<file path="src/rtl/serial_pkg.sv">
// Shared definitions for the bit-serial subtractor.
// State encodings, default width and the gate primitives the cell is built from.
package serial_pkg;

  typedef enum logic [1:0] {
    IDLE = 2'd0,
    RUN  = 2'd1,
    DONE = 2'd2
  } state_t;

  localparam int SERIAL_N = 8;

  function automatic logic xor3(input logic p, input logic q, input logic r);
    return p ^ q ^ r;
  endfunction

  function automatic logic and2(input logic p, input logic q);
    return p & q;
  endfunction

  function automatic logic or2(input logic p, input logic q);
    return p | q;
  endfunction

  function automatic logic invert(input logic p);
    return ~p;
  endfunction

endpackage

</file>
<file path="src/rtl/fs1.sv">
// One-bit full-subtractor cell: d = x - y - bin, bo = borrow out.
// Composed from the xor3/and2/or2/invert gate primitives.
module fs1
  import serial_pkg::*;
(
  input  logic x,
  input  logic y,
  input  logic bin,
  output logic d,
  output logic bo
);

  logic x_n;
  logic xy;
  logic gen;
  logic prop;

  assign x_n  = invert(x);
  assign xy   = xor3(x, y, 1'b0);
  assign gen  = and2(x_n, y);
  assign prop = and2(invert(xy), bin);
  assign d    = xor3(x, y, bin);
  assign bo   = or2(gen, prop);

endmodule

</file>
<file path="src/rtl/serial_sub.sv">
// Bit-serial N-bit subtractor (a - b, LSB first) behind a start/done handshake.
// Optional signed-overflow output enabled by defining SERIAL_SUB_OVF_EN.
module serial_sub
  import serial_pkg::*;
#(
  parameter int N = SERIAL_N
) (
  input  logic         clk,
  input  logic         reset,
  input  logic         start,
  input  logic [N-1:0] a,
  input  logic [N-1:0] b,
  output logic         busy,
  output logic         done,
  output logic [N-1:0] diff,
`ifdef SERIAL_SUB_OVF_EN
  output logic         bout,
  output logic         ovf
`else
  output logic         bout
`endif
);

  localparam int CW = $clog2(N) + 1;

  state_t        state;
  state_t        state_nx;
  logic [N-1:0]  sa;
  logic [N-1:0]  sb;
  logic          br;
  logic [CW-1:0] cnt;
  logic          d;
  logic          bo;
  logic          last;

`ifdef SERIAL_SUB_OVF_EN
  logic          a_s;
  logic          b_s;
`endif

  assign last = (cnt == CW'(N - 1));

  fs1 u_fs1 (
    .x   (sa[0]),
    .y   (sb[0]),
    .bin (br),
    .d   (d),
    .bo  (bo)
  );

  // State register.
  always_ff @(posedge clk) begin
    if (reset) state <= IDLE;
    else       state <= state_nx;
  end

  // Next-state logic; DONE always falls back to IDLE.
  always_comb begin
    state_nx = state;
    unique case (state)
      IDLE:    if (start) state_nx = RUN;
      RUN:     if (last)  state_nx = DONE;
      DONE:    state_nx = IDLE;
      default: state_nx = IDLE;
    endcase
  end

  // Handshake outputs decoded from the state.
  always_comb begin
    busy = (state != IDLE);
    done = (state == DONE);
  end

  // Datapath: operand capture, one bit per RUN cycle, result latch.
  always_ff @(posedge clk) begin
    if (reset) begin
      sa   <= '0;
      sb   <= '0;
      br   <= 1'b0;
      cnt  <= '0;
      diff <= '0;
      bout <= 1'b0;
`ifdef SERIAL_SUB_OVF_EN
      a_s  <= 1'b0;
      b_s  <= 1'b0;
      ovf  <= 1'b0;
`endif
    end else begin
      unique case (state)
        IDLE: begin
          if (start) begin
            sa   <= a;
            sb   <= b;
            br   <= 1'b0;
            cnt  <= '0;
            diff <= '0;
            bout <= 1'b0;
`ifdef SERIAL_SUB_OVF_EN
            a_s  <= a[N-1];
            b_s  <= b[N-1];
            ovf  <= 1'b0;
`endif
          end
        end
        RUN: begin
          diff <= {d, diff[N-1:1]};
          sa   <= sa >> 1;
          sb   <= sb >> 1;
          br   <= bo;
          cnt  <= cnt + CW'(1);
          if (last) begin
            bout <= bo;
`ifdef SERIAL_SUB_OVF_EN
            // d is the result MSB being shifted in on this edge.
            ovf  <= (a_s != b_s) & (d != a_s);
`endif
          end
        end
        default: ;
      endcase
    end
  end

endmodule

</file>
<file path="config.mk">
export PLATFORM = sky130hd
export DESIGN_NAME = serial_sub
export DESIGN_NICKNAME = d
export VERILOG_FILES = /design/src/rtl/serial_pkg.sv /design/src/rtl/fs1.sv /design/src/rtl/serial_sub.sv
export SDC_FILE = /design/constraint.sdc
export NUM_CORES = 1
export LEC_CHECK = 0
export BUFFER_PORTS_ARGS = -buffer_cell sky130_fd_sc_hd__buf_2
export CAP_MARGIN = 30
export CORE_MARGIN = 2
export CORE_UTILIZATION = 40
export CTS_CLUSTER_DIAMETER = 60
export CTS_CLUSTER_SIZE = 30
export DETAILED_ROUTE_END_ITERATION = 7
export GPL_ROUTABILITY_DRIVEN = 1
export HOLD_SLACK_MARGIN = 0.03
export PLACE_DENSITY = 0.59
export SYNTH_ARGS = -nofsm -noshare
export SYNTH_HDL_FRONTEND = slang
export SYNTH_SLANG_ARGS = --single-unit
</file>
<file path="constraint.sdc">
create_clock -name clk -period 3.14 [get_ports clk]
set_clock_uncertainty 0.05 [all_clocks]
set_input_delay 0.628 -clock clk [delete_from_list [all_inputs] [get_ports clk]]
set_output_delay 0.628 -clock clk [all_outputs]
set_load 0.05 [all_outputs]
</file>
==> impl_metrics.env <==
export IMPL_grt_antenna_before_repair=0
export IMPL_r2r_end="cnt[3]$_SDFFE_PP0P_"
export IMPL_power_uw=868
export IMPL_cts_buffer_depth=2
export IMPL_syn_inst=156
export IMPL_synth_seq_cells=32
export IMPL_slew_limit_headroom=0.497
export IMPL_dpl_cell_area_mm2=0.00155
export IMPL_via_per_inst=5.11
export IMPL_num_rows=21
export IMPL_dieArea_mm2=0.00405
export IMPL_io_pins=30
export IMPL_synth_async_reset_ratio=0
export IMPL_synth_area_mm2=0.00142
export IMPL_min_period_ns=1.95
export IMPL_hp_class="flop to flop"
export IMPL_critical_path_max_stage_delay_ns=0.39
export IMPL_seq_area_um2=641
export IMPL_fin_tns_setup_ns=0
export IMPL_synth_edf_count=0
export IMPL_multi_input_area_um2=687
export IMPL_holdWs_ns=0.454
export IMPL_cts_tree="yes"
export IMPL_tightest_slew_ns=0.751
export IMPL_crit_type="flop to output pin"
export IMPL_cp_max_fo=8
export IMPL_internal_power_uw=637
export IMPL_n_fill_cell=365
export IMPL_grt_pass1_vias=1137
export IMPL_hold_violations=0
export IMPL_synth_ff_type="dfxtp_1"
export IMPL_drtPass1Iterations=4
export IMPL_hold_depth=2
export IMPL_p_sw_uw=230
export IMPL_worstPathArrival_ns=1.27
export IMPL_nNetsFinal=202
export IMPL_hp_start="sb[7]$_SDFFE_PP0P_"
export IMPL_crit_family="flip-flops"
export IMPL_antenna_left=0
export IMPL_worst_path_buf_inv=1
export IMPL_die_height_um=63.6
export IMPL_grt_overflow_total=0
export IMPL_finalMaxSlewViolations=0
export IMPL_rr_worst_depth=4
export IMPL_setup_ws_ns=1.19
export IMPL_final_area_mm2=0.00163
export IMPL_min_to="sb[7]$_SDFFE_PP0P_"
export IMPL_cellLeakagePower_uw=0.000688
export IMPL_die_x_um=63.6
export IMPL_dr_total_vias=1165
export IMPL_vdd_ir_drop_max_v=0.000256
export IMPL_swShare=0.265
export IMPL_drt_iter0_markers=31
export IMPL_cts_root_buf="clkbuf_4"
export IMPL_power_frac_seq=0.509
export IMPL_post_place_ws_ns=1.26
export IMPL_num_antenna_cells=0
export IMPL_cp_slowest_cell="dfxtp_1"
export IMPL_clk_insertion_delay_late_ns=0.33
export IMPL_rsz0062_at_grt="no"
export IMPL_grt_pass1_wl_mm=5.02
export IMPL_ctsResizeCount=0
export IMPL_cp_required_ns=2.46
export IMPL_drive_gt1_frac=0.313
export IMPL_grt_usage=0.159
export IMPL_core_area_mm2=0.00336
export IMPL_status="completed"
export IMPL_post_cts_repair_setup_buffers=0
export IMPL_hpwl_mm=1.92
export IMPL_path_cells="or2_2 -> buf_2"
export IMPL_grt_max_degree=34
export IMPL_ff2ff_setup_slack_ns=1.29
export IMPL_initial_utilization=0.423
export IMPL_area_delta_synth_final_pct=14.8
export IMPL_syn_num_nets=177
export IMPL_drv_cap=0
export IMPL_clock_power_share=0.361
export IMPL_syn_area_per_cell_um2=9.12
export IMPL_cellPowerDensity_mw_per_mm2=531
export IMPL_finalWirelength_mm=2.87
export IMPL_start_kind="flop"
export IMPL_fin_crit_sh=0.620
export IMPL_cts_sinks=32
export IMPL_drc=0
export IMPL_cts_made_buffers=5
export IMPL_finalSetupViolations=0
export IMPL_ys_seq_area_frac=0.450
export IMPL_clock_fmax_mhz=513
export IMPL_yosys_warnings=0
export IMPL_p_comb_frac=0.130
export IMPL_cts_max_level=2
export IMPL_ys_types=32
export IMPL_r2r_start="state[0]$_SDFFE_PP0P_"
export IMPL_port_buffers=29
export IMPL_clk_pin_slew_worst_paths_ns=0.11
export IMPL_gp_congestion=0.719
export IMPL_worstSetupEndpointType="output pin"
export IMPL_hold_buffers=0
export IMPL_wl_per_cell_um=12.6
[flip-flops by register name, indices dropped and copies added (netlist names)]
name and count:
br 1, cnt 4, diff 8, sa 8, bout 1, state 2
sb 8
[logic make-up (layout without fill, tap and decap cells)]
family / Yosys count / after routing / synth area share
AND/OR/NAND/NOR: 58 / 58 / 0.174
AO/OA/AOI/OAI: 49 / 49 / 0.281
flip-flops: 32 / 32 / 0.450
buffers and inverters: 15 / 41 / 0.0712
adder cells (fa/ha/maj): 2 / 2 / 0.0229
[layout make-up]
type,instances,share of cell area
Sequential cell,32,0.392
Clock buffer,5,0.0230
Timing Repair Buffer,31,0.0981
Multi-Input combinational cell,109,0.421
Inverter,2,0.00460
Clock inverter,3,0.0261
Tap cell,46,0.0352
[synth_stat cells, types with 2 or more instances]
cell type / count / share of area
buf_2: 2 / 0.0070
clkbuf_1: 3 / 0.0079
inv_1: 2 / 0.0053
nand2_1: 19 / 0.050
a21oi_1: 9 / 0.032
buf_4: 7 / 0.037
nor2_1: 26 / 0.069
a211oi_2: 7 / 0.062
a22oi_1: 9 / 0.047
a2bb2oi_1: 2 / 0.012
a21oi_2: 6 / 0.037
dfxtp_1: 32 / 0.45
a211oi_1: 8 / 0.042
a31oi_1: 2 / 0.0088
nand3_1: 4 / 0.014
nor3_1: 2 / 0.0070
[worst reg2reg max path, stage by stage, from the launching register on]
cell     delay [ns]
dfxtp_1        0.48
nor2b_2        0.69
buf_4          0.32
nand3_1        0.10
a31oi_1        0.16
[layout by cell type, fill, tap and decap left out, drive strengths merged]
master / netlist / layout
buf: 10 / 31
nor2b: 1 / 1
nand2b: 1 / 1
a22oi: 9 / 9
and3b: 1 / 1
o211a: 1 / 1
ha: 1 / 1
a211oi: 15 / 15
nand2: 19 / 19
nand3b: 1 / 1
or2: 1 / 1
o21bai: 1 / 1
nand3: 4 / 4
a31oi: 2 / 2
or3: 1 / 1
clkbuf: 3 / 5
bufinv: 0 / 1
nor2: 26 / 26
nor3: 2 / 2
dfxtp: 32 / 32
a221oi: 1 / 1
and2b: 1 / 1
o2bb2ai: 1 / 1
clkinvlp: 0 / 1
fa: 1 / 1
a21oi: 15 / 15
o21ba: 1 / 1
clkinv: 0 / 1
a2bb2oi: 2 / 2
o22ai: 1 / 1
inv: 2 / 2
[power by group through the flow]
stage               clock network [uW]  registers [uW]  logic, uW
floorplan                            0             451       92.3
global placement                     0             451        112
detailed placement                   0             451        115
CTS                                320             441        115
global route                       338             445        127
finish                             313             442        113
[worst max path at each step]
stage | startpoint | to | slack, ns | cells past startpoint
after detailed placement | start | sa[0]$_SDFFE_PP0P_ | 1.26 | 5
final | state[0]$_SDFFE_PP0P_ | busy | 1.19 | 2
after global routing | state[0]$_SDFFE_PP0P_ | busy | 1.11 | 2
after global placement | start | sa[0]$_SDFFE_PP0P_ | 1.30 | 5
after floorplan | state[0]$_SDFFE_PP0P_ | done | 1.65 | 1
after CTS | state[0]$_SDFFE_PP0P_ | busy | 1.18 | 2
[layer usage]
metal / track usage / vias to the layer above / part of all wire / wire length [um]
li1: - / 598 / - / -
met1: 0.194 / 539 / 0.49 / 1410
met2: 0.257 / 26 / 0.45 / 1310
met3: 0.0554 / 2 / 0.049 / 141
met4: 0.0571 / 0 / 0.0066 / 19
met5: 0 / - / 0 / 0
[metrics by stage]
stage,utilization,instances
3_5_place_dp,0.462,220
4_1_cts,0.485,228
3_3_place_gp,0.462,220
6_report,0.485,228
2_1_floorplan,-,156
5_1_grt,0.485,228
No activity file was read; power rests on OpenSTA's default activity.
